==> config.mk <==
export PLATFORM = sky130hd
export DESIGN_NAME = mips_cache_mem_arbiter
export DESIGN_NICKNAME = d
export VERILOG_FILES = /design/src/rtl/mips_cache_pkg.sv /design/src/rtl/mips_cache_arb_streak_ctr.sv /design/src/rtl/mips_cache_mem_arbiter.sv
export SDC_FILE = /design/constraint.sdc
export NUM_CORES = 1
export LEC_CHECK = 0
export BUFFER_PORTS_ARGS = -buffer_cell sky130_fd_sc_hd__buf_4
export CAP_MARGIN = 0
export CORE_AREA = 2 2 93 95
export DETAILED_ROUTE_END_ITERATION = 6
export DIE_AREA = 0 0 95 97
export PLACE_DENSITY_LB_ADDON = 0.12
export REMOVE_ABC_BUFFERS = 1
export SLEW_MARGIN = 20
export SYNTH_ARGS = -nofsm -noshare
export SYNTH_HDL_FRONTEND = slang
export SYNTH_HIERARCHICAL = 1
export SYNTH_SLANG_ARGS = --single-unit
==> constraint.sdc <==
create_clock -name clk -period 2.1 [get_ports clk]
set_input_delay 0.315 -clock clk [delete_from_list [all_inputs] [get_ports clk]]
set_output_delay 0.315 -clock clk [all_outputs]
set_load 0.02 [all_outputs]
==> src/rtl/mips_cache_pkg.sv <==
// Shared types and constants for the cache memory-port arbiter and its helpers.
package mips_cache_pkg;

   typedef enum logic [1:0] {
      ARB_IDLE  = 2'd0,
      ARB_WRITE = 2'd1,
      ARB_READ  = 2'd2
   } arb_state_t;

   localparam logic [3:0] BE_FULL_WORD = 4'hF;

endpackage

==> src/rtl/mips_cache_arb_streak_ctr.sv <==
// Saturating count of reads granted while a write waits; flags when a write must be forced.
module mips_cache_arb_streak_ctr #(
   parameter int STARVE_LIMIT = 4
) (
   input  logic clk,
   input  logic rst,
   input  logic incr_i,
   input  logic clear_i,
   output logic force_write_o
);

   localparam int W = $clog2(STARVE_LIMIT + 1);
   localparam logic [W-1:0] LIMIT_W = W'(STARVE_LIMIT);

   logic [W-1:0] streak_q, streak_d;

   // Clear wins; counting stops at the limit so the forced write stays pending until served.
   always_comb begin
      streak_d = streak_q;
      if (clear_i) begin
         streak_d = '0;
      end else if (incr_i && (streak_q != LIMIT_W)) begin
         streak_d = streak_q + W'(1);
      end
   end

   always_ff @(posedge clk) begin
      if (rst) begin
         streak_q <= '0;
      end else begin
         streak_q <= streak_d;
      end
   end

   assign force_write_o = (streak_q == LIMIT_W);

endmodule

==> src/rtl/mips_cache_mem_arbiter.sv <==
// Owns the cache's Avalon master: read misses first, write-buffer drain with anti-starvation.
// Define MIPS_ARB_STRICT_ORDER_EN to drain all pending writes before any read is granted.
module mips_cache_mem_arbiter #(
   parameter int STARVE_LIMIT = 4
) (
   input  logic        clk,
   input  logic        rst,
   input  logic        wb_write,
   input  logic [31:0] wb_addr,
   input  logic [31:0] wb_writedata,
   input  logic [3:0]  wb_byteenable,
   output logic        wb_active,
   output logic        wb_waitrequest,
   input  logic        rd_req,
   input  logic [31:0] rd_addr,
   output logic        rd_waitrequest,
   output logic [31:0] rd_readdata,
   output logic [31:0] avm_address,
   output logic        avm_read,
   output logic        avm_write,
   output logic [31:0] avm_writedata,
   output logic [3:0]  avm_byteenable,
   input  logic        avm_waitrequest,
   input  logic [31:0] avm_readdata
);

   import mips_cache_pkg::*;

   arb_state_t  state_q, state_d;
   logic [31:0] addr_q, addr_d;
   logic        grantWrite;

`ifdef MIPS_ARB_STRICT_ORDER_EN
   assign grantWrite = wb_write;
`else
   logic readDone, writeDone, forceWrite;

   assign readDone  = (state_q == ARB_READ) && !avm_waitrequest;
   assign writeDone = (state_q == ARB_WRITE) && !avm_waitrequest;

   mips_cache_arb_streak_ctr #(
      .STARVE_LIMIT (STARVE_LIMIT)
   ) u_streak (
      .clk           (clk),
      .rst           (rst),
      .incr_i        (readDone && wb_write),
      .clear_i       (writeDone || ((state_q == ARB_IDLE) && !wb_write)),
      .force_write_o (forceWrite)
   );

   assign grantWrite = wb_write && (!rd_req || forceWrite);
`endif

   // Outputs are decoded from the state so requester waitrequests track the bus in the same cycle.
   always_comb begin
      state_d        = state_q;
      addr_d         = addr_q;
      wb_active      = 1'b0;
      wb_waitrequest = 1'b1;
      rd_waitrequest = 1'b1;
      rd_readdata    = '0;
      avm_address    = '0;
      avm_read       = 1'b0;
      avm_write      = 1'b0;
      avm_writedata  = '0;
      avm_byteenable = '0;

      case (state_q)
         ARB_IDLE: begin
            if (grantWrite) begin
               state_d = ARB_WRITE;
            end else if (rd_req) begin
               state_d = ARB_READ;
               addr_d  = rd_addr;
            end
         end
         ARB_READ: begin
            avm_read       = 1'b1;
            avm_address    = addr_q;
            avm_byteenable = BE_FULL_WORD;
            if (!avm_waitrequest) begin
               rd_waitrequest = 1'b0;
               rd_readdata    = avm_readdata;
               state_d        = ARB_IDLE;
            end
         end
         ARB_WRITE: begin
            wb_active      = 1'b1;
            avm_write      = wb_write;
            avm_address    = wb_addr;
            avm_writedata  = wb_writedata;
            avm_byteenable = wb_byteenable;
            wb_waitrequest = avm_waitrequest;
            if (!avm_waitrequest) begin
               state_d = ARB_IDLE;
            end
         end
         default: begin
            state_d = ARB_IDLE;
         end
      endcase
   end

   always_ff @(posedge clk) begin
      if (rst) begin
         state_q <= ARB_IDLE;
         addr_q  <= '0;
      end else begin
         state_q <= state_d;
         addr_q  <= addr_d;
      end
   end

endmodule

### Word-level counts from Yosys, hierarchy flattened

Index checks and enable logic that the tools add are counted.
W data, S select, Z words.

| storage, ports and cells | value |
|---|---|
| bits in latches | 0 |
| word-level logic and storage cells | 42 |
| bits in writable memories | 0 |
| output and inout bits | 105 |
| bits in registers | 37 |
| memories | 0 |
| memory bits (read-only) | 0 |

| operators by class | value |
|---|---|
| bitwise logic cells | 1 |
| reductions and logical operators | 16 |
| muxes and demuxes | 15 |
| shift-type cells | 0 |
| order comparisons | 0 |
| eq/ne operators | 6 |
| add/subtract/negate cells | 1 |
| $mul | 0 |
| divide/modulo/power cells | 0 |

Operators by type and width:

| cell | count |
|---|---|
| $mux W32 | 3 |
| $pmux W32 S2 | 1 |
| $pmux W4 S2 | 1 |
| $logic_and A1 B1 Y1 | 6 |
| $mux W1 | 6 |
| $mux W2 | 3 |
| $ne A3 B3 Y1 const B | 2 |
| $pmux W2 S2 | 1 |
| $reduce_or A2 Y1 | 2 |
| $add A3 B1 Y3 const B | 1 |
| $eq A3 B3 Y1 const B | 1 |
| $logic_not A1 Y1 | 3 |
| $reduce_and A3 Y1 | 1 |
| $eq A2 B1 Y1 const B | 1 |
| $eq A2 B2 Y1 const B | 1 |
| $logic_not A2 Y1 | 1 |
| $logic_or A1 B1 Y1 | 2 |
| $ne A2 B2 Y1 const B | 1 |
| $reduce_and A2 Y1 | 1 |
| $not A1 Y1 | 1 |

### Depth between registers and ports, before layout

Gate-level depths: netlist of run 1.

| logic depth | value |
|---|---|
| depth after elaboration | 5 |
| depth in mapped cells | 8 |

### Hierarchy

Netlist of run 1, hierarchy kept.

By module, submodules not included:

| module | instances | area an instance (µm²) | cells an instance | seq. area each (µm²) |
|---|---|---|---|---|
| mips_cache_mem_arbiter | 1 | 2,498.6 | 326 | 680.7 |
| mips_cache_arb_streak_ctr | 1 | 187.7 | 18 | 60.1 |

### Worst setup path after synthesis of run 1

No wires, ideal clock.

| path | value |
|---|---|
| path kind | register -> output |
| start point | register state_q[0] |
| end point | output rd_readdata[22] |
| buffers on the path | 2 |
| stages on the path, launching flop included | 7 |
| arrival | 1,638 ps |
| path slack | 147 ps |
| cell sequence | dfxtp_1 -> inv_1 -> ha_1 -> buf_2 -> nor2b_1 -> clkbuf_1 -> and2_1 |

| on the way | value |
|---|---|
| word-level cells in the longest chain between the ends | 2 |

Ends and longest elaborated chain:

| what | line | source |
|---|---|---|
| start, declared | mips_cache_mem_arbiter.sv:29 | `arb_state_t state_q, state_d;` |
| start signal, assigned | mips_cache_mem_arbiter.sv:109 | `state_q <= state_d;` |
| $eq A2 B2 Y1 | mips_cache_mem_arbiter.sv:68 | `case (state_q)` |
| $mux W32 | mips_cache_mem_arbiter.sv:68 |  |
| end, declared | mips_cache_mem_arbiter.sv:17 | `output logic [31:0] rd_readdata,` |

No other way between the ends.

### Worst setup path in the final report of run 1

| path | value |
|---|---|
| start point | register state_q[0] |
| end point | output rd_readdata[4] |

Same word-level chain as after synthesis.

==> results of run 1 <==
metrics by stage:
| stage | util [%] | total power [mW] | setup TNS, ns | area (µm²) |
|---|---|---|---|---|
| 2_1_floorplan | - | 1.12 | -25.73 | 2520 |
| 3_3_place_gp | 56.0 | 1.51 | 0 | 4550 |
| 3_5_place_dp | 56.0 | 1.52 | 0 | 4550 |
| 4_1_cts | 57.1 | 2.03 | 0 | 4640 |
| 5_1_grt | 57.3 | 2.13 | 0 | 4660 |
| 6_report | 57.3 | 2.01 | 0 | 4660 |
critical path: cells and delay by family (launching register included):
family / cells / cell delay, ns
fa+ha+maj: 1 / 0.24
flops: 1 / 0.39
simple gates: 2 / 0.35
buf+inv: 3 / 0.39
metal layers:
layer,up-vias,wire length [µm],global-route usage [%]
met5,-,0,0
met4,0,221,6.69
met3,15,791,4.52
met2,134,5020,35.5
met1,1414,3880,24.0
li1,1639,-,-
sequential cells by signal (all words and copies together), names as in the netlist:
name,flops
addr_q,32
state_q,2
u_streak/streak_q,3
synth_stat cells:
cell / count
sky130_fd_sc_hd__and2_1: 68
sky130_fd_sc_hd__a21oi_1: 39
sky130_fd_sc_hd__dfxtp_1: 37
sky130_fd_sc_hd__nor2b_1: 37
sky130_fd_sc_hd__o21ai_0: 35
sky130_fd_sc_hd__a22oi_1: 32
sky130_fd_sc_hd__or3b_1: 32
sky130_fd_sc_hd__clkbuf_1: 25
sky130_fd_sc_hd__inv_1: 7
sky130_fd_sc_hd__ha_1: 6
sky130_fd_sc_hd__buf_1: 5
sky130_fd_sc_hd__buf_6: 4
sky130_fd_sc_hd__nor3b_1: 4
sky130_fd_sc_hd__mux2_1: 2
sky130_fd_sc_hd__nand2_1: 2
sky130_fd_sc_hd__a2111o_1: 1
sky130_fd_sc_hd__a21boi_2: 1
sky130_fd_sc_hd__and2_4: 1
sky130_fd_sc_hd__and4b_1: 1
sky130_fd_sc_hd__buf_2: 1
sky130_fd_sc_hd__nand2b_1: 1
sky130_fd_sc_hd__nor3_1: 1
sky130_fd_sc_hd__nor4_2: 1
sky130_fd_sc_hd__o2111ai_1: 1
power by group through the flow:
stage	clock [mW]	combinational [mW]	sequential [mW]
floorplan	0	0.341	0.781
global placement	0	0.716	0.790
detailed placement	0	0.732	0.791
CTS	0.524	0.734	0.775
global route	0.551	0.798	0.781
finish	0.501	0.731	0.775
worst paths after layout:
path	from	end	slack, ns
max	state_q[0]	rd_readdata[4]	0.12
min	avm_waitrequest	state_q[0]	0.36
max reg2reg	state_q[1]	u_streak/streak_q[1]	0.32
min reg2reg	addr_q[16]	addr_q[16]	0.48
cell families (layout without fill, tap and decap cells):
| logic type | count (synthesis) | after routing | share of synthesized area, % |
|---|---|---|---|
| adders and majority gates | 6 | 6 | 2.79 |
| muxes | 2 | 2 | 0.838 |
| AOI/OAI and AO/OA | 109 | 109 | 23.9 |
| and+or+nand+nor | 148 | 148 | 37.9 |
| DFF | 37 | 37 | 27.6 |
| buffers and inverters | 42 | 265 | 7.03 |
cell type report:
type,count,area [µm²]
Clock buffer,7,86.3
Fill cell,747,3480
Inverter,7,26.3
Multi-Input combinational cell,265,1770
Sequential cell,37,741
Tap cell,105,131
Timing Repair Buffer,251,1900
==> results.tsv, run 1 <==
stage	metric	value	unit
outcome	outcome	finished, final reports clean	
sta	worst slew margin relative to its limit	57.2	%
place	IO Port Bufs	241	
setup_path	Slowest Stage Delay on Critical Path	0.39	ns
clocking	clock-pin slew of the registers on the worst-case setup and hold paths	0.07	ns
clocking	level count of the clock H-tree	2	
cells_and_area	filler-free cell count of the finished design	672	
global_routing	vias in the first global route	2889	
place	final weighted congestion of routability-driven global placement	0.714	
sta	Final Cycle Share	94.1	%
pwr	switching share of power	30.0	%
sta	hold violation total from the final report	0	
floorplanning	Chip Height	97	µm
global_routing	maximum number of pins on one net before global-route repair	65	
pwr	reported net switching power	0.601	mW
yosys	Synth cell types	24	
pwr	clock network fraction of design power	25.0	%
clocking	clock tree from TritonCTS	done	
setup_path	cell with the biggest individual delay on the critical path	sky130_fd_sc_hd__dfxtp_1	
global_routing	wire length of the first global-routing pass	15.0	mm
cells_and_area	share of final-layout standard cells stronger than drive strength 1	46.6	%
setup_path	type of the worst setup path	flip-flop to output pin	
sta	# setup viols final	0	
sta	setup repair after global routing missed its margin	false	
drt	post-route antenna net violation count	0	
drt	initial drt markers	170	
yosys	number of warnings issued by yosys	6	
global_routing	total global-route track usage	20.2	%
clocking	TritonCTS sink count	37	
yosys	top cell type's share of synthesized area	27.6	%
clocking	post-CTS repair timing setup buffer count	0	
min_path	Cells on Worst Hold Path	4	
job	maximum capacitance violations	0	
cells_and_area	highest-count cells in the layout ignoring fill and taps	sky130_fd_sc_hd__buf_4, sky130_fd_sc_hd__and2_1, sky130_fd_sc_hd__a21oi_1	
clocking	quantity of hold-fixing buffers added after cts	0	
cells_and_area	area growth from synthesis to final layout	73.4	%
cells_and_area	Final Net Count	710	
setup_path	Worst setup EP type	output pin	
clocking	number of resized instances in the post-cts repair step	0	
drt	routed via count	3202	
drt	drt total wl	9.91	mm
global_routing	number of antenna violations at the first check in global routing	0	
drt	vias per cell	4.76	
floorplanning	Ports	242	
sta	worst setup slack after layout	0.123	ns
pwr	share of total power in sequential cells	38.6	%
yosys	Mapped Area	2690	µm²
floorplanning	full die area	9220	µm²
setup_path	logic depth of the worst register-to-register path	6	
yosys	top cell type by total area after synthesis	sky130_fd_sc_hd__dfxtp_1	
setup_path	kind of launch point of the worst setup path	flip-flop	
yosys	share of the yosys chip area belonging to registers	27.6	%
pwr	static power due to leakage	2.17	nW
yosys	synth top area cells	sky130_fd_sc_hd__dfxtp_1, sky130_fd_sc_hd__and2_1, sky130_fd_sc_hd__or3b_1	
yosys	number of register bits inferred by synthesis	37	
cells_and_area	most common cell after layout, fill and taps aside	sky130_fd_sc_hd__buf_4	
floorplanning	area inside the core boundary	8130	µm²
setup_path	worst endpoint data arrival time	1.66	ns
pwr	PD cells	431	nW/µm²
sta	Post-Route Skew	0.00203	ns
global_routing	GRT Residual Overflow	0	
clocking	total CTS buffers	5	
drt	post-route DRC violation count	0	
floorplanning	effective utilization at floorplan	33.0	%
pwr	Comb pwr share	36.4	%
setup_path	required time of the critical path	1.78	ns
clocking	clock latency reported for the late side of the worst-skew pair	0.28	ns
sta	Max Slew Vio Count	0	
cells_and_area	diode insertion count for antenna repair	0	
pwr	peak supply drop	0.212	mV
yosys	Mean Syn Cell Area	7.81	µm²
sta	worst hold margin	0.364	ns
place	cell total after placement	665	
place	worst setup slack after placement	0.314	ns
yosys	Post-Synthesis Cells	344	
clocking	buffer cell driving the clock tree root	sky130_fd_sc_hd__clkbuf_8	
min_path	hold crit path type	input pin to flip-flop	
drt	detailed-route wire length per cell	14.8	µm
floorplanning	die width	95	µm
sta	maximum achievable frequency	506	MHz
drt	number of iterations in the first detailed-routing pass	4	
pwr	total internal power	1.41	mW
sta	slew at the pin closest to its max-slew limit	0.636	ns
setup_path	top fanout value on the critical path	33	
setup_path	critical path, cell by cell	inv_1 -> ha_1 -> nor2b_2 -> buf_6 -> and2_1 -> buf_4	
clocking	maximum clock insertion buffer count	2	
sta	time the final worst path needs with I/O delays and setup	1.98	ns
floorplanning	number of rows in the core area	33	
place	placed wire-length estimate after detailed placement	7.78	mm
Power figures use the tool's default switching activity.
==> run 2, diff against run 1 <==
Settings changed: BUFFER_PORTS_ARGS -buffer_cell sky130_fd_sc_hd__buf_4 to unset, CORE_AREA 2 2 93 95 to 2 2 95 97, DIE_AREA 0 0 95 97 to 0 0 97 99, DONT_BUFFER_PORTS set to 1.
==> results.tsv, run 2 (synthesis gave the netlist of run 1 again) <==
stage	metric	value	unit	change
setup_path	cell with the biggest individual delay on the critical path	sky130_fd_sc_hd__dfxtp_1		
drt	number of iterations in the first detailed-routing pass	4		unchanged
setup_path	CP bufs+invs	2		-1
setup_path	setup slack on the worst flop-to-flop path	0.30	ns	-0.02 ns
place	placed wire-length estimate after detailed placement	7.32	mm	-5.9%
clocking	TritonCTS sink count	37		unchanged
drt	post-route DRC violation count	0		unchanged
setup_path	top fanout value on the critical path	30		-9.1%
floorplanning	Ports	242		unchanged
drt	uppermost metal layer occupied by signal nets	met5		
cells_and_area	flip-flop count of the largest register after layout	32		unchanged
clocking	post-CTS repair timing setup buffer count	0		unchanged
global_routing	number of antenna violations at the first check in global routing	9		+9
setup_path	required time of the critical path	1.78	ns	about the same
clocking	buffer cell driving the clock tree root	sky130_fd_sc_hd__clkbuf_8		
global_routing	wire length of the first global-routing pass	13.5	mm	-9.8%
drt	met1 routed wirelength after detailed routing	3.71	mm	-4.5%
setup_path	worst r2r dst	u_streak/streak_q[1]		
clocking	clock tree from TritonCTS	done		
global_routing	GRT Residual Overflow	0		unchanged
setup_path	top cell family by delay on the critical path	simple AND/OR/NAND/NOR gates		
place	placed instance area	3020	µm²	-34%
sta	Post-Route Skew	0.0156	ns	+0.0136 ns
setup_path	logic depth of the worst register-to-register path	6		unchanged
pwr	peak supply drop	0.231	mV	+9.3%
floorplanning	area inside the core boundary	8550	µm²	+5.1%
sta	maximum achievable frequency	511	MHz	+1.1%
clocking	total CTS buffers	5		unchanged
cells_and_area	area growth from synthesis to final layout	16.6	%	
place	worst setup slack after placement	0.301	ns	-0.0131 ns
cells_and_area	largest registers	addr_q: 32 flops, u_streak/streak_q: 3 flops, state_q: 2 flops		
setup_path	Critical path origin	state_q[0]		
global_routing	total global-route track usage	18.1	%	-2.1 points
floorplanning	Chip Height	99	µm	+2.1%
cells_and_area	share of final-layout standard cells stronger than drive strength 1	16.4	%	-30 points
setup_path	kind of launch point of the worst setup path	flip-flop		
cells_and_area	final instance area	3130	µm²	-33%
clocking	level count of the clock H-tree	2		unchanged
drt	drt total wl	9.47	mm	-4.4%
job	maximum capacitance violations	0		unchanged
clocking	clock-pin slew of the registers on the worst-case setup and hold paths	0.07	ns	about the same
place	IO Port Bufs	0		-100%
setup_path	worst endpoint data arrival time	1.64	ns	-0.02 ns
floorplanning	number of rows in the core area	34		+3.0%
floorplanning	effective utilization at floorplan	31.4	%	-1.6 points
floorplanning	full die area	9600	µm²	+4.2%
drt	initial drt markers	92		-46%
min_path	hold crit path type	input pin to flip-flop		
drt	vias per cell	5.33		+12%
setup_path	origin of the critical flop-to-flop path	state_q[1]		
setup_path	endpoint of the worst setup timing path	rd_readdata[14]		
global_routing	maximum number of pins on one net before global-route repair	65		unchanged
sta	worst setup slack after layout	0.144	ns	+0.0208 ns
cells_and_area	highest-count cells in the layout ignoring fill and taps	sky130_fd_sc_hd__and2_1, sky130_fd_sc_hd__buf_4, sky130_fd_sc_hd__a21oi_1		
sta	# setup viols final	0		unchanged
place	final weighted congestion of routability-driven global placement	0.862		+21%
cells_and_area	register bank with the most flops	addr_q		
sta	setup repair after global routing missed its margin	true		
setup_path	Worst setup EP type	output pin		
setup_path	critical path, cell by cell	inv_1 -> ha_2 -> nor2b_2 -> buf_6 -> and2_1		
sta	slew at the pin closest to its max-slew limit	0.643	ns	+0.00770 ns
global_routing	vias in the first global route	2301		-20%
pwr	PD cells	550	nW/µm²	+28%
cells_and_area	Final Net Count	507		-29%
cells_and_area	most common cell after layout, fill and taps aside	sky130_fd_sc_hd__and2_1		
sta	hold violation total from the final report	0		unchanged
clocking	maximum clock insertion buffer count	2		unchanged
cells_and_area	Filler Cells Inserted	903		+21%
min_path	Min-Delay Startpoint	rst		
setup_path	Slowest Stage Delay on Critical Path	0.34	ns	-0.05 ns
sta	time the final worst path needs with I/O delays and setup	1.96	ns	-0.0208 ns
setup_path	cell depth of the worst setup path	5		-1
sta	worst slew margin relative to its limit	56.6	%	-0.52 points
floorplanning	die width	97	µm	+2.1%
drt	detailed-route wire length per cell	19.8	µm	+34%
sta	Final Cycle Share	93.1	%	-0.99 points
drt	post-route antenna net violation count	0		unchanged
drt	routed via count	2553		-20%
drt	met2 routed WL	4.70	mm	-6.4%
pwr	static power due to leakage	1.15	nW	-47%
clocking	clock latency reported for the late side of the worst-skew pair	0.29	ns	about the same
outcome	outcome	finished, final reports clean		
drt	Routed met3 length	811	µm	+2.5%
sta	Max Slew Vio Count	0		unchanged
setup_path	type of the worst setup path	flip-flop to output pin		
[run 2: cell count changes in the layout (fill, tap and decap cells not counted), moves of 2 or more]
cell | before | now
sky130_fd_sc_hd__buf_4 | 249 | 46
sky130_fd_sc_hd__diode_2 | 0 | 6
sky130_fd_sc_hd__a22oi_1 | 30 | 32
sky130_fd_sc_hd__a22oi_2 | 2 | 0
[run 2: layout make-up]
cell class,instances,area [µm²],share of cell area (%)
diodes,6,15.0,0.479
clock buffers,7,76.3,2.44
clock inverters,1,7.51,0.240
inverters,7,26.3,0.839
multi-input cells,265,1760,56.3
flip-flops and latches,37,741,23.6
well taps,108,135,4.31
repair buffers,48,368,11.7
[run 2: worst min path at each step]
stage	endpoint	cells past startpoint
3_3_place_gp	addr_q[22]	1
5_1_grt	addr_q[3]	1
2_1_floorplan	addr_q[0]	1
6_report	addr_q[27]	1
3_5_place_dp	addr_q[27]	1
4_1_cts	addr_q[7]	1
[run 2: stage by stage]
stage | util (%) | power [mW] | setup TNS (ns) | hold slack [ns] | std cells
2_1_floorplan | - | 1.12 | -25.73 | 0.384 | 309
3_3_place_gp | 35.4 | 1.24 | 0 | 0.389 | 465
3_5_place_dp | 35.4 | 1.25 | 0 | 0.391 | 465
4_1_cts | 36.4 | 1.75 | 0 | 0.0773 | 473
5_1_grt | 36.6 | 1.83 | -0.0132 | 0.0690 | 478
6_report | 36.6 | 1.72 | 0 | 0.0894 | 479
[run 2: report_power, final]
| group | internal [mW] | switching (mW) |
|---|---|---|
| clock network | 0.235 | 0.257 |
| registers | 0.749 | 0.0254 |
| logic | 0.181 | 0.275 |
| total | 1.17 | 0.557 |
[run 2: worst reg2reg max path: cells and delay by family, from the launching register on]
family | cells | cell delay [ns]
adders and majority gates | 1 | 0.24
and+or+nand+nor | 1 | 0.11
buffers and inverters | 2 | 0.17
muxes | 1 | 0.31
AOI/OAI and AO/OA | 1 | 0.52
DFF | 1 | 0.34
[run 2: repair_timing]
action                                  4_1_cts  5_1_grt
hold buffers                                  0        0
endpoints found under the setup margin        3       34
gates resized for setup                       1        2
[run 2: metal layers]
layer | global-route usage, % | up-vias
li1 | - | 1238
met1 | 21.6 | 1148
met2 | 30.7 | 147
met3 | 6.31 | 16
met4 | 5.63 | 4
met5 | 0 | -
